--- src/rtl/irs_block_readout_sequencer.sv ---
// Readout sequencer: queues triggered IRS block addresses and walks each through lock, digitize, free.
// Optional macro IRS_READOUT_DROP_COUNT_EN adds a saturating dropped-trigger counter output.
module irs_block_readout_sequencer #(
    parameter int FIFO_DEPTH_LOG2 = 3,
    parameter int ACK_TIMEOUT     = 255
) (
    input  logic       clk_i,
    input  logic       rst_n_i,
    input  logic       enable_i,
    input  logic       trig_strobe_i,
    input  logic [8:0] trig_block_i,
    output logic       trig_full_o,
    output logic [8:0] lock_address_o,
    output logic       lock_o,
    output logic       lock_strobe_o,
    input  logic       lock_ack_i,
    output logic       dig_req_o,
    output logic [8:0] dig_block_o,
    input  logic       dig_done_i,
    output logic [8:0] free_address_o,
    output logic       free_strobe_o,
    input  logic       free_ack_i,
    output logic       dead_o,
    input  logic       dead_clear_i,
    output logic       err_timeout_o
`ifdef IRS_READOUT_DROP_COUNT_EN
    ,
    output logic [15:0] drop_count_o
`endif
);

    localparam int DEPTH = 1 << FIFO_DEPTH_LOG2;
    localparam logic [7:0] TMO_LAST = 8'(ACK_TIMEOUT - 1);

    typedef enum logic [1:0] {S_IDLE, S_LOCK, S_DIG, S_FREE} state_t;

    state_t                     state_q, state_d;
    logic [8:0]                 fifo_mem_q [DEPTH];
    logic [FIFO_DEPTH_LOG2-1:0] wr_ptr_q, wr_ptr_d, rd_ptr_q, rd_ptr_d;
    logic [FIFO_DEPTH_LOG2:0]   count_q, count_d;
    logic [7:0]                 tmo_q, tmo_d;
    logic [8:0]                 cur_q, cur_d;
    logic [8:0]                 lock_addr_q, lock_addr_d;
    logic [8:0]                 dig_block_q, dig_block_d;
    logic [8:0]                 free_addr_q, free_addr_d;
    logic                       lock_strobe_q, lock_strobe_d;
    logic                       dig_req_q, dig_req_d;
    logic                       free_strobe_q, free_strobe_d;
    logic                       dead_q, dead_d;
    logic                       err_q, err_d;
    logic                       pop, push, drop, tmo_hit, full;
    logic [8:0]                 head;

    // Occupancy is a power of two deep, so the count MSB is set exactly when full.
    assign full = count_q[FIFO_DEPTH_LOG2];
    assign head = fifo_mem_q[rd_ptr_q];

`ifdef IRS_READOUT_DROP_COUNT_EN
    logic [15:0] drop_cnt_q, drop_cnt_d;

    function automatic logic [15:0] sat_inc16(input logic [15:0] v);
        return (v == 16'hFFFF) ? v : v + 16'd1;
    endfunction

    always_comb begin
        drop_cnt_d = drop_cnt_q;
        if (drop)              drop_cnt_d = dead_clear_i ? 16'd1 : sat_inc16(drop_cnt_q);
        else if (dead_clear_i) drop_cnt_d = 16'd0;
    end

    always_ff @(posedge clk_i or negedge rst_n_i) begin
        if (!rst_n_i) drop_cnt_q <= 16'd0;
        else          drop_cnt_q <= drop_cnt_d;
    end

    assign drop_count_o = drop_cnt_q;
`endif

    always_comb begin
        state_d     = state_q;
        cur_d       = cur_q;
        tmo_d       = tmo_q;
        lock_addr_d = lock_addr_q;
        dig_block_d = dig_block_q;
        free_addr_d = free_addr_q;
        pop         = 1'b0;
        tmo_hit     = 1'b0;

        case (state_q)
            S_IDLE: begin
                if (enable_i && (count_q != '0)) begin
                    pop         = 1'b1;
                    cur_d       = head;
                    lock_addr_d = head;
                    tmo_d       = 8'd0;
                    state_d     = S_LOCK;
                end
            end
            S_LOCK: begin
                tmo_d = tmo_q + 8'd1;
                if (lock_ack_i) begin
                    dig_block_d = cur_q;
                    state_d     = S_DIG;
                end else if (tmo_q == TMO_LAST) begin
                    // Lock never granted: still free the block so the manager stays consistent.
                    tmo_hit     = 1'b1;
                    tmo_d       = 8'd0;
                    free_addr_d = cur_q;
                    state_d     = S_FREE;
                end
            end
            S_DIG: begin
                if (dig_done_i) begin
                    tmo_d       = 8'd0;
                    free_addr_d = cur_q;
                    state_d     = S_FREE;
                end
            end
            default: begin
                tmo_d = tmo_q + 8'd1;
                if (free_ack_i) begin
                    state_d = S_IDLE;
                end else if (tmo_q == TMO_LAST) begin
                    tmo_hit = 1'b1;
                    state_d = S_IDLE;
                end
            end
        endcase

        // A pop in the same cycle frees a slot, so a push into a full FIFO is still accepted.
        push     = trig_strobe_i && (!full || pop);
        drop     = trig_strobe_i && full && !pop;
        wr_ptr_d = push ? wr_ptr_q + 1'b1 : wr_ptr_q;
        rd_ptr_d = pop  ? rd_ptr_q + 1'b1 : rd_ptr_q;
        case ({push, pop})
            2'b10:   count_d = count_q + 1'b1;
            2'b01:   count_d = count_q - 1'b1;
            default: count_d = count_q;
        endcase

        lock_strobe_d = (state_d == S_LOCK);
        dig_req_d     = (state_d == S_DIG);
        free_strobe_d = (state_d == S_FREE);
        dead_d        = drop    ? 1'b1 : (dead_clear_i ? 1'b0 : dead_q);
        err_d         = tmo_hit ? 1'b1 : (dead_clear_i ? 1'b0 : err_q);
    end

    always_ff @(posedge clk_i) begin
        if (push) fifo_mem_q[wr_ptr_q] <= trig_block_i;
    end

    always_ff @(posedge clk_i or negedge rst_n_i) begin
        if (!rst_n_i) begin
            state_q       <= S_IDLE;
            wr_ptr_q      <= '0;
            rd_ptr_q      <= '0;
            count_q       <= '0;
            tmo_q         <= 8'd0;
            cur_q         <= 9'd0;
            lock_addr_q   <= 9'd0;
            dig_block_q   <= 9'd0;
            free_addr_q   <= 9'd0;
            lock_strobe_q <= 1'b0;
            dig_req_q     <= 1'b0;
            free_strobe_q <= 1'b0;
            dead_q        <= 1'b0;
            err_q         <= 1'b0;
        end else begin
            state_q       <= state_d;
            wr_ptr_q      <= wr_ptr_d;
            rd_ptr_q      <= rd_ptr_d;
            count_q       <= count_d;
            tmo_q         <= tmo_d;
            cur_q         <= cur_d;
            lock_addr_q   <= lock_addr_d;
            dig_block_q   <= dig_block_d;
            free_addr_q   <= free_addr_d;
            lock_strobe_q <= lock_strobe_d;
            dig_req_q     <= dig_req_d;
            free_strobe_q <= free_strobe_d;
            dead_q        <= dead_d;
            err_q         <= err_d;
        end
    end

    assign trig_full_o    = full;
    assign lock_address_o = lock_addr_q;
    assign lock_strobe_o  = lock_strobe_q;
    assign lock_o         = lock_strobe_q;
    assign dig_req_o      = dig_req_q;
    assign dig_block_o    = dig_block_q;
    assign free_address_o = free_addr_q;
    assign free_strobe_o  = free_strobe_q;
    assign dead_o         = dead_q;
    assign err_timeout_o  = err_q;

endmodule
--- config.mk ---
export PLATFORM = sky130hd
export DESIGN_NAME = irs_block_readout_sequencer
export DESIGN_NICKNAME = d
export VERILOG_FILES = /design/src/rtl/irs_block_readout_sequencer.sv
export SDC_FILE = /design/constraint.sdc
export NUM_CORES = 1
export LEC_CHECK = 0
export BUFFER_PORTS_ARGS = -buffer_cell sky130_fd_sc_hd__buf_2
export CAP_MARGIN = 20
export CORE_ASPECT_RATIO = 1.1
export CORE_UTILIZATION = 55
export DETAILED_ROUTE_END_ITERATION = 12
export PLACE_DENSITY_LB_ADDON = 0.15
export SLEW_MARGIN = 20
export SYNTH_ARGS = -nofsm -noshare
export SYNTH_HDL_FRONTEND = slang
export SYNTH_SLANG_ARGS = --single-unit
export TNS_END_PERCENT = 1
--- constraint.sdc ---
create_clock -name clk_i -period 8.05 [get_ports clk_i]
set_input_delay 1.61 -clock clk_i [delete_from_list [all_inputs] [get_ports clk_i]]
set_output_delay 1.61 -clock clk_i [all_outputs]
set_load 0.02 [all_outputs]
==> metrics.yaml, run 1 <==
pwr:
  p_leak_uw: 0.00246
  finalPower_uw: 2400
  irDropWorstVdd_v: 0.000186
  p_per_area_mw_per_mm2: 389
hold_path:
  hp-class: "reg -> reg"
  worstHoldPathCells: 1
route:
  via_per_inst: 5.79
  wl_met2_um: 4440
  dr.max_layer_used: "met4"
  drc: 0
  wl_per_cell_um: 17.3
  drt-initial-drc-count: 207
  drt-total-wl_um: 9040
  route.met3.wl_um: 388
  dr_total_vias: 3020
  wirelength_met1_um: 4090
  first_pass_iters: 4
  antenna_left: 0
die:
  die_width_um: 95
  die_h_um: 104
  core_mm2: 0.00905
  row_count: 36
  design.die.area_mm2: 0.00991
  start_util: 0.578
  boundaryPins: 51
synthesis:
  ys.flop_type: "edfxtp_1"
  yosysMostFrequentCell: "edfxtp_1"
  synth_commonest_cells: "72 x edfxtp_1, 52 x dfrtp_1, 26 x nand2_1"
  synth_area_mm2: 0.00523
  synthArstFlopShare: 0.419
  netlist_instances: 340
  synth.distinct_cells: 47
  ys_ff_latch: 124
  syn-num-nets: 364
  yosys.area.top_type: "edfxtp_1"
  syn_area_per_cell_um2: 15.4
  ys_warn_count: 0
  synth_edf_count: 72
  synthTopCellsByArea: "edfxtp_1 41%, dfrtp_1 25%, mux4_2 7.7%, mux2_2 2.4%, o21ai_0 2.2%"
  seq_area_frac_synth: 0.662
  synth_top_area_frac: 0.413
placement:
  dpl_cell_area_mm2: 0.00558
  hpwl_um: 6050
  gp_congestion: 0.798
  port_buffers: 50
timing:
  setup_violations: 0
  rsz0062_at_grt: "false"
  max_freq_mhz: 276
  hold_viol_final: 0
  worstMarginPinSlew_ns: 0.940
  slew_violations: 0
  slew_headroom: 0.372
  fin_crit_sh: 0.451
  finalClockSkew_ns: 0.0121
  post-route-min-period_ns: 3.63
  setup_tns_ns: 0
cells_and_area:
  final_net_count: 419
  stdcell_area_mm2: 0.00618
  num_antenna_cells: 0
  area_growth_pct: 18.1
  drive_above_1_share: 0.326
job:
  cap_violations: 0
clock_tree:
  cts_max_level: 4
  post-cts-setup-buffers: 0
  cts_tree: "done"
  ctsHoldBuffers: 0
  clockRootBuffer: "clkbuf_8"
  cts_buffers: 17
  clk_latency_ns: 0.52
  ctsResizeCount: 0
  cts.path.max_buffers: 2
  path_clk_slew_ns: 0.06
  cts_sinks: 124
global_route:
  grt_pass1_wl_um: 14500
  overflow: 0
  antenna_found_initial: 0
  grt_pass1_vias: 2961
  grt_max_degree: 40
  grt_use_total: 0.199
setup_path:
  r2r_cells: 10
  cp.required_ns: 8.45
  critPathArrivalTime_ns: 4.03
  crit_type: "in -> reg"
  cp_max_fo: 21
  start_kind: "input port"
  cp-end-kind: "register"
outcome:
  status: "finished, final reports clean"
final cells by class:
type                       count  area, um^2
timing repair buffer          54         280
sequential                   124        3460
multi-input combinational    194        1700
clock inverter                15         161
tap                          114         143
clock buffer                  17         414
fill                         603        2870
inverter                       4        15.0
worst max-delay path, stage by stage:
cell      delay (ns)
buf_2           0.09
or3b_2          0.48
nand2b_1        0.45
inv_1           0.29
ha_1            0.31
xor2_1          0.11
ha_1            0.18
a21oi_1         0.14
xor2_1          0.16
nor2_1          0.06
xor2_1          0.14
sequential cells by signal (all words and copies together), names as in the netlist, 3 cells and up:
signal and count:
wr_ptr_q 3, rd_ptr_q 3, fifo_mem_q 72, tmo_q 8, dig_block_o 9, free_address_o 9
count_q 4, lock_address_o 9
layout by cell type, fill, tap and decap left out, types with 5 or more instances in the layout:
cell type and count:
edfxtp_1 72, dfrtp_1 52, buf_2 50, nand2_1 26, o21ai_0 23, mux4_2 18
nor2_1 17, clkbuf_16 16, mux2_2 11, mux2i_1 10, a22oi_1 9, o221a_2 9
ha_1 7, inv_6 6, xor2_1 5, xnor2_1 5
report_power, final:
| part | total [uW] | switching (uW) | internal (uW) |
|---|---|---|---|
| logic | 681 | 353 | 327 |
| clock network | 730 | 286 | 445 |
| registers | 992 | 171 | 821 |
| total | 2400 | 810 | 1590 |
per-stage QoR:
stage | instances | util | worst slack, ns | hold WS (ns)
after floorplan | 340 | - | 4.12 | 0.494
after global placement | 490 | 0.616 | 3.87 | 0.478
after detailed placement | 490 | 0.616 | 3.88 | 0.488
after CTS | 522 | 0.680 | 4.42 | 0.502
after global routing | 522 | 0.683 | 4.25 | 0.523
final | 522 | 0.683 | 4.42 | 0.499
logic make-up after synthesis:
| group | count (synthesis) | synth area share |
|---|---|---|
| compound gates | 61 | 0.0909 |
| xor+xnor | 10 | 0.0167 |
| flops | 124 | 0.662 |
| mux | 39 | 0.120 |
| fa+ha+maj | 7 | 0.0167 |
| buf+inv | 22 | 0.0196 |
| simple gates | 77 | 0.0739 |
worst paths after layout:
check / startpoint / endpoint / slack, ns
hold reg to reg: dig_block_o[3]$_DFFE_PN0P_ / dig_block_o[3]$_DFFE_PN0P_ / 0.50
setup reg to reg: state_q[1]$_DFF_PN0_ / count_q[2]$_DFFE_PN0P_ / 4.83
setup / recovery: enable_i / count_q[2]$_DFFE_PN0P_ / 4.42
max in group asynchronous: rst_n_i / free_address_o[8]$_DFFE_PN0P_ / 6.29
min in group asynchronous: rst_n_i / tmo_q[6]$_DFFE_PN0P_ / 0.97
hold / removal: dig_block_o[3]$_DFFE_PN0P_ / dig_block_o[3]$_DFFE_PN0P_ / 0.50
layer usage:
layer | up-vias | global-route usage
li1 | 1426 | -
met1 | 1502 | 0.258
met2 | 83 | 0.309
met3 | 9 | 0.0673
met4 | 0 | 0.0736
met5 | - | 0
No activity file was read; power rests on OpenSTA's default activity.
==> run 2: changes to the inputs <==
--- a/config.mk
+++ b/config.mk
@@ -8,7 +8,7 @@
 export BUFFER_PORTS_ARGS = -buffer_cell sky130_fd_sc_hd__buf_2
 export CAP_MARGIN = 20
 export CORE_ASPECT_RATIO = 1.1
-export CORE_UTILIZATION = 55
+export CORE_UTILIZATION = 53
 export DETAILED_ROUTE_END_ITERATION = 12
 export PLACE_DENSITY_LB_ADDON = 0.15
 export SLEW_MARGIN = 20
==> constraint.sdc (replaced) <==
create_clock -name clk_i -period 2.94 [get_ports clk_i]
set_input_delay 0.588 -clock clk_i [delete_from_list [all_inputs] [get_ports clk_i]]
set_output_delay 0.588 -clock clk_i [all_outputs]
set_load 0.02 [all_outputs]
==> run 2 against run 1 <==
  * Via count up 2.7%
  * Largest power group unchanged
  * Global-route usage up 0.57 points
  * Register-to-register slack worse by 4.4 ns
==> metrics.yaml, run 2 (synthesized netlist as in run 1, its figures left out) <==
cells_and_area:
  largest-register: "fifo_mem_q"
  final_net_count: 430  # +2.6%
  final_cell_mix: "72 x edfxtp_1, 52 x dfrtp_1, 50 x buf_2"
  stdcell_area_mm2: 0.00629  # +1.7%
  drive_above_1_share: 0.337  # +0.0105
  area_growth_pct: 20.1
  final_util: 0.662  # -0.0203
  largest_reg_flops: 72  # unchanged
  layout_commonest_cell: "edfxtp_1"
  num_antenna_cells: 0  # unchanged
timing:
  finalClockSkew_ns: 0.00690  # -0.00517 ns
  rsz0062_at_grt: "false"
  fin_crit_sh: 0.852
  hold_viol_final: 0  # unchanged
  slew_violations: 0  # unchanged
  post-route-min-period_ns: 2.51
  slew_headroom: 0.425  # +0.0530
  max_freq_mhz: 399
  setup_tns_ns: 0  # unchanged
  worstMarginPinSlew_ns: 0.863  # -0.0770 ns
  whs_ns: 0.0444  # -0.455 ns
  setup_violations: 0  # unchanged
clock_tree:
  path_clk_slew_ns: 0.06  # about the same
  ctsHoldBuffers: 0  # unchanged
  cts_buffers: 17  # unchanged
  clockRootBuffer: "clkbuf_8"
  cts.path.max_buffers: 2  # unchanged
  ctsResizeCount: 0  # unchanged
  cts_tree: "done"
  post-cts-setup-buffers: 0  # unchanged
  cts_max_level: 4  # unchanged
  clk_latency_ns: 0.51  # about the same
  cts_sinks: 124  # unchanged
global_route:
  overflow: 0  # unchanged
  antenna_found_initial: 0  # unchanged
  grt_pass1_wl_um: 15600  # +8.0%
  grt_pass1_vias: 3049  # +3.0%
  grt_use_total: 0.205  # +0.00570
  grt_max_degree: 30  # -25%
setup_path:
  crit_path_start: "count_q[0]$_DFFE_PN0P_"
  cp_max_fo: 6  # -71%
  cpPeakStageDelay_ns: 0.57  # +0.09 ns
  cp-end-kind: "register"
  slowest_stage: "or4_4"
  crit_path_cell_trace: "or4_4 -> nand2b_1 -> inv_1 -> ha_1 -> nand3b_1 -> a2111oi_0 -> nor3_1 -> xnor2_1"
  crit_type: "reg -> reg"
  critPathArrivalTime_ns: 2.89  # -1.14 ns
  path_buf_inv: 1  # -1
  cp.required_ns: 3.32  # -5.13 ns
  start_kind: "register"
  reg2reg_from: "count_q[0]$_DFFE_PN0P_"
  crit_family: "simple AND/OR/NAND/NOR gates"
pwr:
  irDropWorstVdd_v: 0.000457  # +150%
  switching_share: 0.326  # -0.0111
  power_switching_uw: 2220  # +170%
  p_leak_uw: 0.00253  # +2.8%
  comb_power_share: 0.292  # +0.009
  pwr-share-clk: 0.319  # +0.015
  p_per_area_mw_per_mm2: 1080  # +180%
  internal_power_uw: 4580  # +190%
  p_seq_frac: 0.389  # -0.024
die:
  die_width_um: 96.7  # +1.8%
  boundaryPins: 51  # unchanged
  start_util: 0.551  # -0.0266
  design.die.area_mm2: 0.0103  # +3.7%
  core_mm2: 0.00949  # +4.8%
  row_count: 37  # +2.8%
  die_h_um: 106  # +1.8%
route:
  drt-initial-drc-count: 133  # -36%
  drc: 0  # unchanged
  antenna_left: 0  # unchanged
  via_per_inst: 5.79  # about the same
  dr_total_vias: 3103  # +2.7%
  first_pass_iters: 4  # unchanged
  wl_per_cell_um: 17.7  # +2.3%
  drt-total-wl_um: 9500  # +5.0%
placement:
  dpl_cell_area_mm2: 0.00566  # +1.5%
  gp_congestion: 0.731  # -8.5%
  hpwl_um: 6020  # -0.50%
  port_buffers: 50  # unchanged
outcome:
  status: "finished, final reports clean"
hold_path:
  hp-class: "in -> async"
job:
  cap_violations: 0  # unchanged
## run 2: power groups by stage
stage | Clock [uW] | Sequential (uW) | Combinational (uW)
6_report | 2170 | 2640 | 1990
5_1_grt | 2290 | 2720 | 2190
4_1_cts | 2210 | 2650 | 2020
3_5_place_dp | 0 | 2680 | 2000
3_3_place_gp | 0 | 2650 | 1950
2_1_floorplan | 0 | 2750 | 1340
## run 2: metrics by stage
stage	worst slack, ns	total power, uW	std cells
4_1_cts	0.433	6880	536
2_1_floorplan	0.0349	4090	340
5_1_grt	0.319	7200	536
3_5_place_dp	0.218	4680	504
6_report	0.435	6800	536
3_3_place_gp	0.270	4600	504
## run 2: cell type report
class / count / area [um^2]
inverter: 4 / 15.0
fill: 679 / 3200
tap: 117 / 146
clock buffer: 18 / 418
sequential: 124 / 3460
multi-input combinational: 194 / 1670
timing repair buffer: 65 / 363
clock inverter: 14 / 208
## run 2: final timing paths
| kind | slack (ns) | to | cells after the start |
|---|---|---|---|
| setup / recovery | 0.43 | count_q[3]$_DFFE_PN0P_ | 8 |
| max in group asynchronous | 2.14 | lock_address_o[0]$_DFFE_PN0P_ | 2 |
| setup reg to reg | 0.43 | count_q[3]$_DFFE_PN0P_ | 8 |
| hold / removal | 0.04 | tmo_q[6]$_DFFE_PN0P_ | 1 |
| min in group clk_i | 0.34 | fifo_mem_q[7][3]$_DFFE_PP_ | 1 |
| hold reg to reg | 0.50 | dig_block_o[7]$_DFFE_PN0P_ | 1 |
## run 2: layer usage
metal / global-route usage / up-vias / wire (um)
li1: - / 1450 / -
met1: 0.248 / 1545 / 4050
met2: 0.341 / 94 / 4860
met3: 0.0493 / 14 / 426
met4: 0.110 / 0 / 157
met5: 0 / - / 0
==> run 3: changes to the inputs <==
--- a/config.mk
+++ b/config.mk
@@ -8,7 +8,8 @@
 export BUFFER_PORTS_ARGS = -buffer_cell sky130_fd_sc_hd__buf_2
 export CAP_MARGIN = 20
 export CORE_ASPECT_RATIO = 1.1
-export CORE_UTILIZATION = 53
+export CORE_UTILIZATION = 55
+export CTS_BUF_LIST = sky130_fd_sc_hd__clkbuf_8
 export DETAILED_ROUTE_END_ITERATION = 12
 export PLACE_DENSITY_LB_ADDON = 0.15
 export SLEW_MARGIN = 20
==> run 3 against run 2 <==
  * Die area down 3.6%
  * Final area down 3.5%
  * Via count fell by 1.7%
  * Critical path depth grew 2
  * Flip-flop and latch count did not move
  * Clock skew is 0.011 ns higher
  * Clock-buffer cell count down 1
  * Largest cell class unchanged
==> metrics.yaml, run 3 (synthesized netlist as in run 1, its figures left out) <==
clock_tree:
  post-cts-setup-buffers: 0  # unchanged
  cts_buffers: 17  # unchanged
  cts_tree: "done"
  ctsHoldBuffers: 0  # unchanged
  ctsResizeCount: 0  # unchanged
  cts_sinks: 124  # unchanged
  path_clk_slew_ns: 0.07  # about the same
  clk_latency_ns: 0.44  # -0.07 ns
  cts.path.max_buffers: 2  # unchanged
  cts_max_level: 4  # unchanged
  clockRootBuffer: "clkbuf_8"
die:
  row_count: 36  # -2.7%
  design.die.area_mm2: 0.00991  # -3.6%
  core_mm2: 0.00905  # -4.6%
  boundaryPins: 51  # unchanged
  die_h_um: 104  # -1.8%
  start_util: 0.578  # +0.0266
  die_width_um: 95  # -1.8%
timing:
  hold_viol_final: 0  # unchanged
  slew_headroom: 0.391  # -0.0336
  worstMarginPinSlew_ns: 0.913  # +0.0504 ns
  post-route-min-period_ns: 2.56  # +0.0587 ns
  setup_violations: 0  # unchanged
  setup_tns_ns: 0  # unchanged
  rsz0062_at_grt: "false"
  finalClockSkew_ns: 0.0176  # +0.0107 ns
  fin_ws_ns: 0.376  # -0.0587 ns
  fin_crit_sh: 0.872  # +0.0200
  slew_violations: 0  # unchanged
  max_freq_mhz: 390  # -2.3%
setup_path:
  crit_type: "reg -> reg"
  reg2reg_from: "count_q[1]$_DFFE_PN0P_"
  slowest_stage: "or4_4"
  cp_max_fo: 6  # unchanged
  cpPeakStageDelay_ns: 0.58  # about the same
  crit_path_cell_trace: "or4_4 -> nand2b_1 -> inv_1 -> ha_1 -> xor2_1 -> ha_1 -> a21oi_1 -> xor2_1 -> nor2_1 -> xor2_1"
  critPathArrivalTime_ns: 2.88  # about the same
  path_common_cell: "xor2_1"
  regToRegSetupSlack_ns: 0.38  # -0.06 ns
  r2r_cells: 10  # +2
  start_kind: "register"
  critPathCapture: "count_q[2]$_DFFE_PN0P_"
  cp.required_ns: 3.25  # -0.07 ns
  r2r-end: "count_q[2]$_DFFE_PN0P_"
  crit_path_start: "count_q[1]$_DFFE_PN0P_"
  cp-end-kind: "register"
global_route:
  grt_max_degree: 33  # +10%
  grt_use_met1: 0.283  # +0.0345
  grt_use_met3: 0.0614  # +0.0121
  use_met2: 0.328  # -0.0122
  grt_pass1_vias: 2994  # -1.8%
  antenna_found_initial: 0  # unchanged
  grt_pass1_wl_um: 15400  # -1.4%
  grt_use_total: 0.214  # +0.00962
  overflow: 0  # unchanged
  top_usage_layer: "met2"
route:
  first_pass_iters: 5  # +1
  drt-total-wl_um: 9370  # -1.4%
  drc: 0  # unchanged
  antenna_left: 0  # unchanged
  drt-initial-drc-count: 149  # +12%
  via_per_inst: 5.72  # -1.1%
  wl_per_cell_um: 17.6  # -0.80%
  dr_total_vias: 3051  # -1.7%
cells_and_area:
  largest-register: "fifo_mem_q"
  final_cell_mix: "72 x edfxtp_1, 52 x dfrtp_1, 50 x buf_2"
  largest_reg_flops: 72  # unchanged
  num_antenna_cells: 0  # unchanged
  drive_above_1_share: 0.334  # -0.00239
  layout_commonest_cell: "edfxtp_1"
  final_net_count: 430  # unchanged
  area_growth_pct: 15.9
placement:
  hpwl_um: 6110  # +1.4%
  gp_congestion: 0.745  # +2.0%
  post-place-ws_ns: 0.184  # -0.0337 ns
  port_buffers: 50  # unchanged
pwr:
  irDropWorstVdd_v: 0.000457  # about the same
  p_leak_uw: 0.00243  # -3.7%
  p_per_area_mw_per_mm2: 1010  # -6.4%
hold_path:
  hp-class: "in -> async"
outcome:
  status: "finished, final reports clean"
job:
  cap_violations: 0  # unchanged
[run 3: worst min-delay path by stage]
stage / cells past startpoint / slack, ns / endpoint / from
6_report: 1 / 0.12 / tmo_q[4]$_DFFE_PN0P_ / rst_n_i
5_1_grt: 1 / 0.13 / tmo_q[2]$_DFFE_PN0P_ / rst_n_i
4_1_cts: 1 / 0.11 / tmo_q[4]$_DFFE_PN0P_ / rst_n_i
3_5_place_dp: 1 / 0.48 / dead_o$_DFFE_PN0P_ / dead_o$_DFFE_PN0P_
3_3_place_gp: 1 / 0.48 / dead_o$_DFFE_PN0P_ / dead_o$_DFFE_PN0P_
2_1_floorplan: 0 / 0.29 / count_q[0]$_DFFE_PN0P_ / rst_n_i
[run 3: layout make-up]
type	instances	area (um^2)
clock inverters	15	175
multi-input cells	194	1670
flip-flops and latches	124	3460
inverters	4	15.0
fillers	618	2990
clock buffers	17	234
well taps	114	143
repair buffers	65	363
[run 3: report_power, final]
part | total [uW] | leakage, uW | internal (uW) | switching [uW]
combinational | 1990 | 0.000917 | 941 | 1050
clock | 1510 | 0.000205 | 836 | 674
sequential | 2640 | 0.00131 | 2250 | 394
[run 3: per-layer routing]
metal | wire length (um) | vias up | part of all wire
li1 | - | 1446 | -
met1 | 4160 | 1517 | 0.44
met2 | 4660 | 76 | 0.50
met3 | 413 | 12 | 0.044
met4 | 136 | 0 | 0.015
met5 | 0 | - | 0
[run 3: critical path: cells and delay by family, from the launching register on]
family / cells / cell delay [ns]
fa+ha+maj: 2 / 0.48
xor+xnor: 3 / 0.49
flops: 1 / 0.44
simple gates: 3 / 0.76
compound gates: 1 / 0.18
buf+inv: 1 / 0.10
[run 3: per-stage QoR]
step                utilization  instances  area [um^2]  hold WS [ns]  total power (uW)
finish                    0.670        533         6070         0.119              6140
global route              0.670        533         6070         0.126              6550
CTS                       0.670        533         6070         0.111              6200
detailed placement        0.625        501         5660         0.485              4690
global placement          0.625        501         5660         0.481              4600
floorplan                     -        340         5230         0.292              4090
